File: src/rtl/alu_arb_pkg.sv
// alu_arb_pkg: shared definitions for the two-requester ALU arbiter.
//   - FSM state enum (IDLE, EXEC, RESP)
//   - op-code constants (OP_NOT = ~a, OP_ADD = a+b)
//   - requester count and grant-counter width
//   - small helpers: one-hot grant decode, saturating counter increment
package alu_arb_pkg;

  localparam int NUM_REQ = 2;
  localparam int STATS_W = 16;

  localparam logic OP_NOT = 1'b0;
  localparam logic OP_ADD = 1'b1;

  typedef enum logic [1:0] {
    IDLE = 2'd0,
    EXEC = 2'd1,
    RESP = 2'd2
  } state_t;

  // Requester index -> one-hot bit in a NUM_REQ-wide vector.
  function automatic logic [NUM_REQ-1:0] req_onehot(input logic idx);
    return idx ? 2'b10 : 2'b01;
  endfunction

  // Increment that sticks at all-ones instead of wrapping.
  function automatic logic [STATS_W-1:0] sat_inc(input logic [STATS_W-1:0] v);
    return (v == {STATS_W{1'b1}}) ? v : v + 16'd1;
  endfunction

endpackage

File: src/rtl/alu_arbiter_if.sv
// alu_arbiter_if: request/response handshake bundle between the two
// requesters and the arbiter.
//   req_valid/req_ready/req_op [1:0], req_a0/req_b0/req_a1/req_b1 [n-1:0]
//   rsp_valid/rsp_ready [1:0], rsp_data [n-1:0], busy
// Modports: master = requester side, slave = arbiter side.
interface alu_arbiter_if #(parameter int n = 8);

  logic [1:0]   req_valid;
  logic [1:0]   req_ready;
  logic [1:0]   req_op;
  logic [n-1:0] req_a0;
  logic [n-1:0] req_b0;
  logic [n-1:0] req_a1;
  logic [n-1:0] req_b1;
  logic [1:0]   rsp_valid;
  logic [1:0]   rsp_ready;
  logic [n-1:0] rsp_data;
  logic         busy;

  modport master (
    output req_valid, req_op, req_a0, req_b0, req_a1, req_b1, rsp_ready,
    input  req_ready, rsp_valid, rsp_data, busy
  );

  modport slave (
    input  req_valid, req_op, req_a0, req_b0, req_a1, req_b1, rsp_ready,
    output req_ready, rsp_valid, rsp_data, busy
  );

endinterface

File: src/rtl/alu_core.sv
// alu_core: registered ALU stage.
//   clk, rst_n (sync, active-low) ; op (OP_ADD: a+b mod 2^n, OP_NOT: ~a)
//   a, b [n-1:0] operands ; en: capture enable ; q [n-1:0]: registered result
// q resets to 0 and only changes when en is high.
module alu_core
  import alu_arb_pkg::*;
#(
  parameter int n = 8
) (
  input  logic         clk,
  input  logic         rst_n,
  input  logic         op,
  input  logic [n-1:0] a,
  input  logic [n-1:0] b,
  input  logic         en,
  output logic [n-1:0] q
);

  // Sum is kept at n bits so the carry falls off naturally.
  function automatic logic [n-1:0] alu_fn(input logic f_op, input logic [n-1:0] f_a,
                                          input logic [n-1:0] f_b);
    logic [n-1:0] res;
    if (f_op == OP_ADD) begin
      res = f_a + f_b;
    end else begin
      res = ~f_a;
    end
    return res;
  endfunction

  logic [n-1:0] q_r;

  // Result register: loads only in the execute cycle.
  always_ff @(posedge clk) begin
    if (!rst_n) begin
      q_r <= {n{1'b0}};
    end else if (en) begin
      q_r <= alu_fn(op, a, b);
    end else begin
      q_r <= q_r;
    end
  end

  assign q = q_r;

endmodule

File: src/rtl/alu_arbiter.sv
// alu_arbiter: round-robin sharing of one registered ALU between two
// requesters, one operation in flight at a time (IDLE -> EXEC -> RESP).
//   clk, rst_n (sync, active-low)
//   bus (alu_arbiter_if.slave): req_valid/req_ready/req_op, operands,
//     rsp_valid/rsp_ready/rsp_data, busy
// Optional build macro ALU_ARB_STATS_EN adds gnt_cnt0/gnt_cnt1 [15:0]:
// saturating per-requester grant counters.
module alu_arbiter
  import alu_arb_pkg::*;
#(
  parameter int n = 8
) (
  input  logic               clk,
  input  logic               rst_n,
  alu_arbiter_if.slave       bus
`ifdef ALU_ARB_STATS_EN
  ,
  output logic [STATS_W-1:0] gnt_cnt0,
  output logic [STATS_W-1:0] gnt_cnt1
`endif
);

  state_t       state_r;
  state_t       state_s;
  logic         pri_r;
  logic         gnt_r;
  logic         op_r;
  logic [n-1:0] a_r;
  logic [n-1:0] b_r;
  logic [1:0]   rsp_valid_r;
  logic         busy_r;

  logic         gnt_s;
  logic         grant_s;
  logic [1:0]   req_ready_s;
  logic         op_s;
  logic [n-1:0] a_s;
  logic [n-1:0] b_s;
  logic [n-1:0] q_s;

  // Arbiter: pri only breaks ties; a lone requester always wins.
  // Grant is suppressed while reset is held so req_ready reads 0.
  always_comb begin
    gnt_s       = 1'b0;
    grant_s     = 1'b0;
    req_ready_s = 2'b00;
    if (bus.req_valid == 2'b11) begin
      gnt_s = pri_r;
    end else begin
      gnt_s = bus.req_valid[1];
    end
    if ((state_r == IDLE) && (bus.req_valid != 2'b00) && rst_n) begin
      grant_s     = 1'b1;
      req_ready_s = req_onehot(gnt_s);
    end else begin
      grant_s     = 1'b0;
      req_ready_s = 2'b00;
    end
  end

  // Operand select for the winning requester.
  always_comb begin
    op_s = bus.req_op[0];
    a_s  = bus.req_a0;
    b_s  = bus.req_b0;
    if (gnt_s) begin
      op_s = bus.req_op[1];
      a_s  = bus.req_a1;
      b_s  = bus.req_b1;
    end else begin
      op_s = bus.req_op[0];
      a_s  = bus.req_a0;
      b_s  = bus.req_b0;
    end
  end

  // Next-state logic; only the granted requester's rsp_ready matters.
  always_comb begin
    state_s = state_r;
    case (state_r)
      IDLE: begin
        if (grant_s) begin
          state_s = EXEC;
        end else begin
          state_s = IDLE;
        end
      end
      EXEC: begin
        state_s = RESP;
      end
      RESP: begin
        if (bus.rsp_ready[gnt_r]) begin
          state_s = IDLE;
        end else begin
          state_s = RESP;
        end
      end
      default: begin
        state_s = IDLE;
      end
    endcase
  end

  // State, priority pointer, latched request and registered status outputs.
  always_ff @(posedge clk) begin
    if (!rst_n) begin
      state_r     <= IDLE;
      pri_r       <= 1'b0;
      gnt_r       <= 1'b0;
      op_r        <= OP_NOT;
      a_r         <= {n{1'b0}};
      b_r         <= {n{1'b0}};
      rsp_valid_r <= 2'b00;
      busy_r      <= 1'b0;
    end else begin
      state_r     <= state_s;
      // gnt_r is already stable by the time RESP can be entered.
      rsp_valid_r <= (state_s == RESP) ? req_onehot(gnt_r) : 2'b00;
      busy_r      <= (state_s != IDLE);
      if (grant_s) begin
        gnt_r <= gnt_s;
        pri_r <= ~gnt_s;
        op_r  <= op_s;
        a_r   <= a_s;
        b_r   <= b_s;
      end else begin
        gnt_r <= gnt_r;
        pri_r <= pri_r;
        op_r  <= op_r;
        a_r   <= a_r;
        b_r   <= b_r;
      end
    end
  end

  alu_core #(.n(n)) u_alu_core (
    .clk   (clk),
    .rst_n (rst_n),
    .op    (op_r),
    .a     (a_r),
    .b     (b_r),
    .en    (state_r == EXEC),
    .q     (q_s)
  );

  assign bus.req_ready = req_ready_s;
  assign bus.rsp_valid = rsp_valid_r;
  assign bus.rsp_data  = q_s;
  assign bus.busy      = busy_r;

`ifdef ALU_ARB_STATS_EN
  logic [STATS_W-1:0] gnt_cnt0_r;
  logic [STATS_W-1:0] gnt_cnt1_r;

  // Grant counters, bumped in the grant cycle and sticky at all-ones.
  always_ff @(posedge clk) begin
    if (!rst_n) begin
      gnt_cnt0_r <= 16'd0;
      gnt_cnt1_r <= 16'd0;
    end else if (grant_s) begin
      if (gnt_s) begin
        gnt_cnt0_r <= gnt_cnt0_r;
        gnt_cnt1_r <= sat_inc(gnt_cnt1_r);
      end else begin
        gnt_cnt0_r <= sat_inc(gnt_cnt0_r);
        gnt_cnt1_r <= gnt_cnt1_r;
      end
    end else begin
      gnt_cnt0_r <= gnt_cnt0_r;
      gnt_cnt1_r <= gnt_cnt1_r;
    end
  end

  assign gnt_cnt0 = gnt_cnt0_r;
  assign gnt_cnt1 = gnt_cnt1_r;
`endif

endmodule
File: src/flat_wrapper.sv
// flat-port wrapper written by rule: the top's interface ports become plain ports
module alu_arbiter_flat import alu_arb_pkg::*;
#(
  parameter int n = 8
)
  (clk, rst_n, bus_req_valid, bus_req_op, bus_req_a0, bus_req_b0, bus_req_a1, bus_req_b1, bus_rsp_ready, bus_req_ready, bus_rsp_valid, bus_rsp_data, bus_busy);
  alu_arbiter_if #(.n(n)) bus_i ();
  input  logic clk;
  input  logic rst_n;
  input wire logic [$bits(bus_i.req_valid)-1:0] bus_req_valid;
  input wire logic [$bits(bus_i.req_op)-1:0] bus_req_op;
  input wire logic [$bits(bus_i.req_a0)-1:0] bus_req_a0;
  input wire logic [$bits(bus_i.req_b0)-1:0] bus_req_b0;
  input wire logic [$bits(bus_i.req_a1)-1:0] bus_req_a1;
  input wire logic [$bits(bus_i.req_b1)-1:0] bus_req_b1;
  input wire logic [$bits(bus_i.rsp_ready)-1:0] bus_rsp_ready;
  output wire logic [$bits(bus_i.req_ready)-1:0] bus_req_ready;
  output wire logic [$bits(bus_i.rsp_valid)-1:0] bus_rsp_valid;
  output wire logic [$bits(bus_i.rsp_data)-1:0] bus_rsp_data;
  output wire logic [$bits(bus_i.busy)-1:0] bus_busy;
  assign bus_i.req_valid = bus_req_valid;
  assign bus_i.req_op = bus_req_op;
  assign bus_i.req_a0 = bus_req_a0;
  assign bus_i.req_b0 = bus_req_b0;
  assign bus_i.req_a1 = bus_req_a1;
  assign bus_i.req_b1 = bus_req_b1;
  assign bus_i.rsp_ready = bus_rsp_ready;
  assign bus_req_ready = bus_i.req_ready;
  assign bus_rsp_valid = bus_i.rsp_valid;
  assign bus_rsp_data = bus_i.rsp_data;
  assign bus_busy = bus_i.busy;
  alu_arbiter #(.n(n)) u_core (.clk(clk), .rst_n(rst_n), .bus(bus_i));
endmodule
File: config.mk
export PLATFORM = sky130hd
export DESIGN_NAME = alu_arbiter_flat
export DESIGN_NICKNAME = d
export VERILOG_FILES = /design/src/rtl/alu_arb_pkg.sv /design/src/rtl/alu_arbiter_if.sv /design/src/rtl/alu_core.sv /design/src/rtl/alu_arbiter.sv /design/src/flat_wrapper.sv
export SDC_FILE = /design/constraint.sdc
export NUM_CORES = 1
export LEC_CHECK = 0
export CORE_ASPECT_RATIO = 0.9
export CORE_MARGIN = 2
export CORE_UTILIZATION = 40
export DETAILED_ROUTE_END_ITERATION = 16
export PLACE_DENSITY = 0.72
export SLEW_MARGIN = 20
export SYNTH_ARGS = -nofsm -noshare
export SYNTH_HDL_FRONTEND = slang
export SYNTH_SLANG_ARGS = --single-unit
File: constraint.sdc
create_clock -name clk -period 2.5 [get_ports clk]
set_input_delay 0.5 -clock clk [delete_from_list [all_inputs] [get_ports clk]]
set_output_delay 0.5 -clock clk [all_outputs]
set_load 0.01 [all_outputs]
==> results of run 1 <==
metrics by stage:
| stage | hold WS (ps) | instances | area, um^2 | setup TNS, ps | total power [W] |
|---|---|---|---|---|---|
| finish | 456.2 | 281 | 2376 | 0 | 0.001342 |
| global route | 478.9 | 281 | 2376 | 0 | 0.001419 |
| CTS | 463.3 | 281 | 2376 | 0 | 0.001357 |
| detailed placement | 448.8 | 273 | 2288 | -179.0 | 0.0009554 |
| global placement | 451.2 | 273 | 2288 | -154.1 | 0.0009511 |
| floorplan | 423.7 | 179 | 1739 | 0 | 0.0008199 |
path summary, 6_finish.rpt:
check / endpoint / slack [ps] / cells after the start
worst min register to register: u_core.bus.rsp_valid[0]$_SDFF_PN0_ / 460 / 1
worst max register to register: u_core.u_alu_core.q[6]$_SDFFE_PN0P_ / 630 / 8
worst min-delay path: u_core.bus.rsp_valid[0]$_SDFF_PN0_ / 460 / 1
worst max-delay path: bus_req_ready[0] / 170 / 6
per-layer routing:
| layer | share of wire | vias up |
|---|---|---|
| met5 | 0 | - |
| met3 | 0.048 | 5 |
| met2 | 0.44 | 35 |
| met4 | 0.013 | 0 |
| li1 | - | 761 |
| met1 | 0.50 | 649 |
power by group through the flow:
stage	Clock (W)	Sequential [W]	Combinational, W
3_3_place_gp	0	0.000614	0.000337
4_1_cts	0.000411	0.000603	0.000342
6_report	0.000400	0.000603	0.000339
3_5_place_dp	0	0.000614	0.000341
5_1_grt	0.000434	0.000610	0.000375
2_1_floorplan	0	0.000605	0.000215
cell usage after synthesis, drive strengths merged:
master	count
inv	6
a211oi	1
o21a	3
o2111ai	1
mux2	1
clkbuf	3
nor4b	1
xor2	1
o31ai	1
a311o	1
mux2i	17
buf	9
dfxtp	32
ha	7
a21o	2
o211ai	6
fa	1
o221ai	1
nor3b	1
nor2	5
xnor2	4
and2b	1
nand4b	2
o211a	19
nand3b	2
nand2	24
a21oi	6
nand3	1
a31oi	3
and2	2
nor3	3
nand2b	1
nor2b	3
o21ai	6
a21boi	2
what timing repair did:
action                                  CTS  global route
endpoints found under the setup margin    2             0
resized for setup                         2             0
buffers inserted                          0             0
registers in the layout (all words and copies together), names as in the netlist:
name                  flops
u_core.b_r                8
u_core.pri_r              1
u_core.bus.busy           1
u_core.gnt_r              1
u_core.a_r                8
u_core.bus.rsp_valid      2
u_core.u_alu_core.q       8
u_core.op_r               1
u_core.state_r            2
kinds of logic (layout without fill, tap and decap cells):
logic type,Yosys count,after routing
AO/OA/AOI/OAI,52,52
AND/OR/NAND/NOR,46,46
flip-flops,32,32
multiplexers,18,18
buffers and inverters,18,72
adder cells (fa/ha/maj),8,8
XOR/XNOR,5,5
final cells by class:
class	count	area, um^2	share of cell area
clock buffer	8	90.09	0.03791
tap	48	60.06	0.02528
timing repair buffer	58	563.0	0.2370
inverter	6	22.52	0.009479
sequential	32	640.6	0.2696
multi-input combinational	129	999.7	0.4207
worst max-delay path, delay by kind of cell:
family        cells  cell delay [ps]
buf+inv           3              910
simple gates      3              420
==> run summary, run 1 <==
FF+latch count, synth -> 32
First-pass GRT wire length -> 5.961 mm
Grt ovf -> 0
CP Cell Sequence -> clkdlybuf4s50_1 -> nor2_1 -> nor4b_4 -> buf_4 -> and2_1 -> dlygate4sd2_1
Overall die width -> 73.51 um
Crit path launch type -> input port
Final net count -> 280
Starting Density -> 0.4212
Final Skew -> 5.018 ps
Antenna violations before repair -> 0
Via count -> 1450
Final WL -> 3.514 mm
CTS buffer count -> 5
Sequential element share of the synthesized area -> 0.3683
CTS tree -> done
Synth Area in Adders -> 0.06187
Clk slew on worst S/H paths -> 60 ps
Mapped Area -> 0.001739 mm^2
Fillers -> 379
Most common cell after layout, fill and taps aside -> clkdlybuf4s50_1
Top cells by area, synth -> dfxtp_1 37%, o211a_1 11%, mux2i_1 9.8%
Unique cell type count in the Yosys netlist -> 42
Met2 usage -> 0.2355
Yosys warnings -> 0
Final Core Density -> 0.5755
Type of the most critical hold path -> flip-flop to flip-flop
Multiplexer area fraction after synthesis -> 0.1043
Top cell type's share of synthesized area -> 0.3683
Clk root buf -> clkbuf_8
DRT iter0 DRCs -> 84
Net Switching -> 0.0003633 W
Die H -> 66.56 um
Main combinational cell family by area after synthesis -> compound AO/OA/AOI/OAI gates
Slowest cell on the critical path -> clkdlybuf4s50_1
Min Tclk post-route -> 2332 ps
CP Class -> input port to output port
Grt peak-use layer -> met2
Total routing usage reported by global routing -> 0.1581
Row count -> 22
Worst R2R Start -> u_core.a_r[0]$_SDFFE_PN0N_
Most frequent cells in the layout -> 50 x clkdlybuf4s50_1, 32 x dfxtp_1, 24 x nand2_1
Hold_sp -> u_core.gnt_r$_SDFFE_PN0N_
Net Sw Frac -> 0.2707
Via/cell ratio -> 5.160
Core box area -> 0.004129 mm^2
Crit path from -> bus_req_valid[1]
Fmax -> 0.4288 GHz
Max H-tree Level -> 2
Die area -> 0.004892 mm^2
Relative slew slack -> 0.6217
# setup viols final -> 0
Largest stage delay on the critical path -> 500 ps
Combinational share of power -> 0.252
Synth area leader -> dfxtp_1
Area Growth Syn to Fin -> 36.62%
Peak supply drop -> 0.3339 mV
Pint -> 0.0009785 W
Critical Path RT -> 2000 ps
Grt met1 use -> 0.2140
Reg power frac -> 0.450
GPL Wtd Cong -> 0.8448
Post-placement worst setup slack -> -99.24 ps
ANT nets after route -> 0
Worst-Margin Slew -> 566.6 ps
PD cells -> 564.7 mW/mm^2
Post-synthesis simple-gate area fraction -> 0.1317
DR pass1 iterations -> 4
Share of layout cells above drive strength 1 -> 0.07725
Crit end category -> output port
Clock Power Share -> 0.298
Vias in the first global route -> 1296
Clock sink total -> 32
Final hold vios -> 0
Ports -> 53
DP HPWL -> 2.566 mm
Arrival @ worst endpoint -> 1830 ps
Largest net degree at the start of global routing -> 38
Number of port buffers -> 52
Crit path max fanout -> 2
Post-Synth XOR/XNOR Area -> 0.02518
Final worst slack -> 167.8 ps
Wire per inst -> 12.51 um
Slew Limit Fails -> 0
Syn avg cell area -> 9.716 um^2
Final critical-path share of the clock period -> 0.9329
Max cap viols -> 0
Synth Instances -> 179
Compound-Gate Fraction of Synth Area -> 0.2446
Leakage -> 1.177 nW
Drc violations -> 0
Max Root-Sink Buffers -> 2
Diodes inserted -> 0
Syn_nets -> 227
RSZ-0062 raised after global routing -> no
M3 GR Usage -> 0.04085
Hold Buf Count CTS -> 0
Worst skew pair latency -> 280 ps
Status -> finished clean
Note: power is estimated with default switching activity, not from simulation.
==> run 2: changes to the inputs <==
--- a/config.mk
+++ b/config.mk
@@ -5,11 +5,13 @@
 export SDC_FILE = /design/constraint.sdc
 export NUM_CORES = 1
 export LEC_CHECK = 0
+export CAP_MARGIN = 20
 export CORE_ASPECT_RATIO = 0.9
 export CORE_MARGIN = 2
 export CORE_UTILIZATION = 40
 export DETAILED_ROUTE_END_ITERATION = 16
 export PLACE_DENSITY = 0.72
+export SETUP_SLACK_MARGIN = 0.15
 export SLEW_MARGIN = 20
 export SYNTH_ARGS = -nofsm -noshare
 export SYNTH_HDL_FRONTEND = slang
==> run 2 against run 1 <==
Compared with the run above:
- register-to-register slack is essentially flat
- critical path depth is the same
- critical path type unchanged
- critical endpoint is now bus_req_ready[1]
- clock power about the same
- count of clock-buffer cells in the layout did not move
- utilization unchanged
- via count did not move
- combinational power hardly changed
==> run summary, run 2 (synthesis gave the netlist of run 1 again) <==
Largest net degree at the start of global routing -> 38 (unchanged)
Final hold vios -> 0 (unchanged)
Ports -> 53 (unchanged)
Min Tclk post-route -> 2275 ps (-57.64 ps)
Reg2Reg Depth -> 8 (unchanged)
PD cells -> 565.0 mW/mm^2 (about the same)
Clock sink total -> 32 (unchanged)
Met2 usage -> 0.2355 (unchanged)
Most common cell after layout, fill and taps aside -> clkdlybuf4s50_1
Via/cell ratio -> 5.160 (unchanged)
Post-CTS Setup Bufs -> 0 (unchanged)
Final net count -> 280 (unchanged)
Die H -> 66.56 um (unchanged)
Area Growth Syn to Fin -> 36.62% (unchanged)
Max H-tree Level -> 2 (unchanged)
Final WL -> 3.519 mm (+0.14%)
Grt peak-use layer -> met2
Worst R2R Start -> u_core.a_r[0]$_SDFFE_PN0N_
Share of layout cells above drive strength 1 -> 0.08584 (+0.008584)
Grt ovf -> 0 (unchanged)
Clk root buf -> clkbuf_8
Hold path cells -> 1 (unchanged)
M3 GR Usage -> 0.04085 (unchanged)
Final Core Density -> 0.5755 (unchanged)
Total routing usage reported by global routing -> 0.1581 (unchanged)
Worst skew pair latency -> 280 ps (about the same)
Worst-Margin Slew -> 566.6 ps (unchanged)
Total chip power -> 0.001342 W (about the same)
Number of port buffers -> 52 (unchanged)
DP HPWL -> 2.566 mm (unchanged)
Die area -> 0.004892 mm^2 (unchanged)
R2R Path End -> u_core.u_alu_core.q[6]$_SDFFE_PN0P_
Via count -> 1450 (unchanged)
DR pass1 iterations -> 4 (unchanged)
Fin area -> 0.002376 mm^2 (unchanged)
Critical Path RT -> 2000 ps (about the same)
Clk slew on worst S/H paths -> 60 ps (about the same)
Max Root-Sink Buffers -> 2 (unchanged)
GPL Wtd Cong -> 0.8448 (unchanged)
Core box area -> 0.004129 mm^2 (unchanged)
Arrival @ worst endpoint -> 1770 ps (-60 ps)
Type of the most critical hold path -> flip-flop to flip-flop
WHS Endpoint -> u_core.bus.rsp_valid[0]$_SDFF_PN0_
Starting Density -> 0.4212 (unchanged)
First-pass GRT wire length -> 5.961 mm (unchanged)
Total placed cells including tap cells -> 273 (unchanged)
Final Skew -> 5.018 ps (unchanged)
Crit end category -> output port
Non-filler cells, final -> 281 (unchanged)
Crit path launch type -> input port
FF-to-FF setup slack -> 630 ps (about the same)
Peak supply drop -> 0.3339 mV (unchanged)
RSZ-0062 raised after global routing -> yes
Status -> finished clean
CP Class -> input port to output port
Most frequent cells in the layout -> 50 x clkdlybuf4s50_1, 32 x dfxtp_1, 24 x nand2_1
Drc violations -> 0 (unchanged)
Final critical-path share of the clock period -> 0.9098 (-0.02306)
Max cap viols -> 0 (unchanged)
DRT iter0 DRCs -> 85 (+1.2%)
Placed cell areas -> 0.002288 mm^2 (unchanged)
Overall die width -> 73.51 um (unchanged)
Antenna violations before repair -> 0 (unchanged)
Crit path max fanout -> 2 (unchanged)
ANT nets after route -> 0 (unchanged)
Hold_sp -> u_core.gnt_r$_SDFFE_PN0N_
Diodes inserted -> 0 (unchanged)
Grt met1 use -> 0.2140 (unchanged)
Hold Buf Count CTS -> 0 (unchanged)
CTS tree -> done
Vias in the first global route -> 1296 (unchanged)
Fmax -> 0.4396 GHz (+2.5%)
Leakage -> 1.171 nW (-0.52%)
Row count -> 22 (unchanged)
Relative slew slack -> 0.6217 (unchanged)
CTS buffer count -> 5 (unchanged)
Slew Limit Fails -> 0 (unchanged)
# setup viols final -> 0 (unchanged)
Wire per inst -> 12.52 um (+0.14%)
## run 2: cell count changes in the layout (fill, tap and decap cells not counted), sizes merged
cell	before	now
clkbuf	8	9
clkdlybuf4s15	0	1
dlygate4sd2	2	0
## run 2: cell type report
type                            instances  area (um^2)
Clock buffer                            8        90.09
Fill cell                             378         1753
Inverter                                6        22.52
Multi-Input combinational cell        129         1002
Sequential cell                        32        640.6
Tap cell                               48        60.06
Timing Repair Buffer                   58        560.5
## run 2: worst max-delay path: stages
cell and delay [ps]:
clkdlybuf4s50_1 500, nor2_1 80, nor4b_4 220, inv_1 100
nor2_2 130, clkdlybuf4s15_1 240
## run 2: repair_timing
action                     4_1_cts  5_1_grt
setup endpoints to repair        2        2
gates resized for setup          2        4
hold endpoints to repair         0        0
## run 2: report_power, final
group / total, W / leakage [nW] / internal (W) / switching, W
logic: 0.000339 / 0.862 / 0.000194 / 0.000145
registers: 0.000603 / 0.264 / 0.000561 / 0.0000427
clock network: 0.000400 / 0.0455 / 0.000224 / 0.000176
## run 2: per-stage QoR
step	TNS, ps	hold WS [ps]	setup slack (ps)
final	0	456.1	225.4
after global routing	0	478.9	128.1
after CTS	0	463.3	154.4
after detailed placement	-179.0	448.8	-99.24
after global placement	-154.1	451.2	-94.21
after floorplan	0	423.7	683.2
## run 2: worst max-delay path by stage
stage,end,startpoint,depth (start not counted)
floorplan,bus_req_ready[0],bus_req_valid[1],5
global placement,bus_req_ready[0],bus_req_valid[1],6
detailed placement,bus_req_ready[0],bus_req_valid[1],6
CTS,bus_req_ready[0],bus_req_valid[1],6
global route,bus_req_ready[1],bus_req_valid[1],6
finish,bus_req_ready[1],bus_req_valid[1],6
## run 2: per-layer routing
metal	vias to the layer above	wire length [um]	share of wire
li1	761	-	-
met1	649	1753	0.50
met2	35	1548	0.44
met3	5	170	0.048
met4	0	46	0.013
met5	-	0	0
==> run 3: changes to the inputs <==
--- a/config.mk
+++ b/config.mk
@@ -12,7 +12,7 @@
 export DETAILED_ROUTE_END_ITERATION = 16
 export PLACE_DENSITY = 0.72
 export SETUP_SLACK_MARGIN = 0.15
-export SLEW_MARGIN = 20
+export SLEW_MARGIN = 0
 export SYNTH_ARGS = -nofsm -noshare
 export SYNTH_HDL_FRONTEND = slang
 export SYNTH_SLANG_ARGS = --single-unit
==> results of run 3 <==
No change in the layout: final DEF, timing and power equal those of run 2.
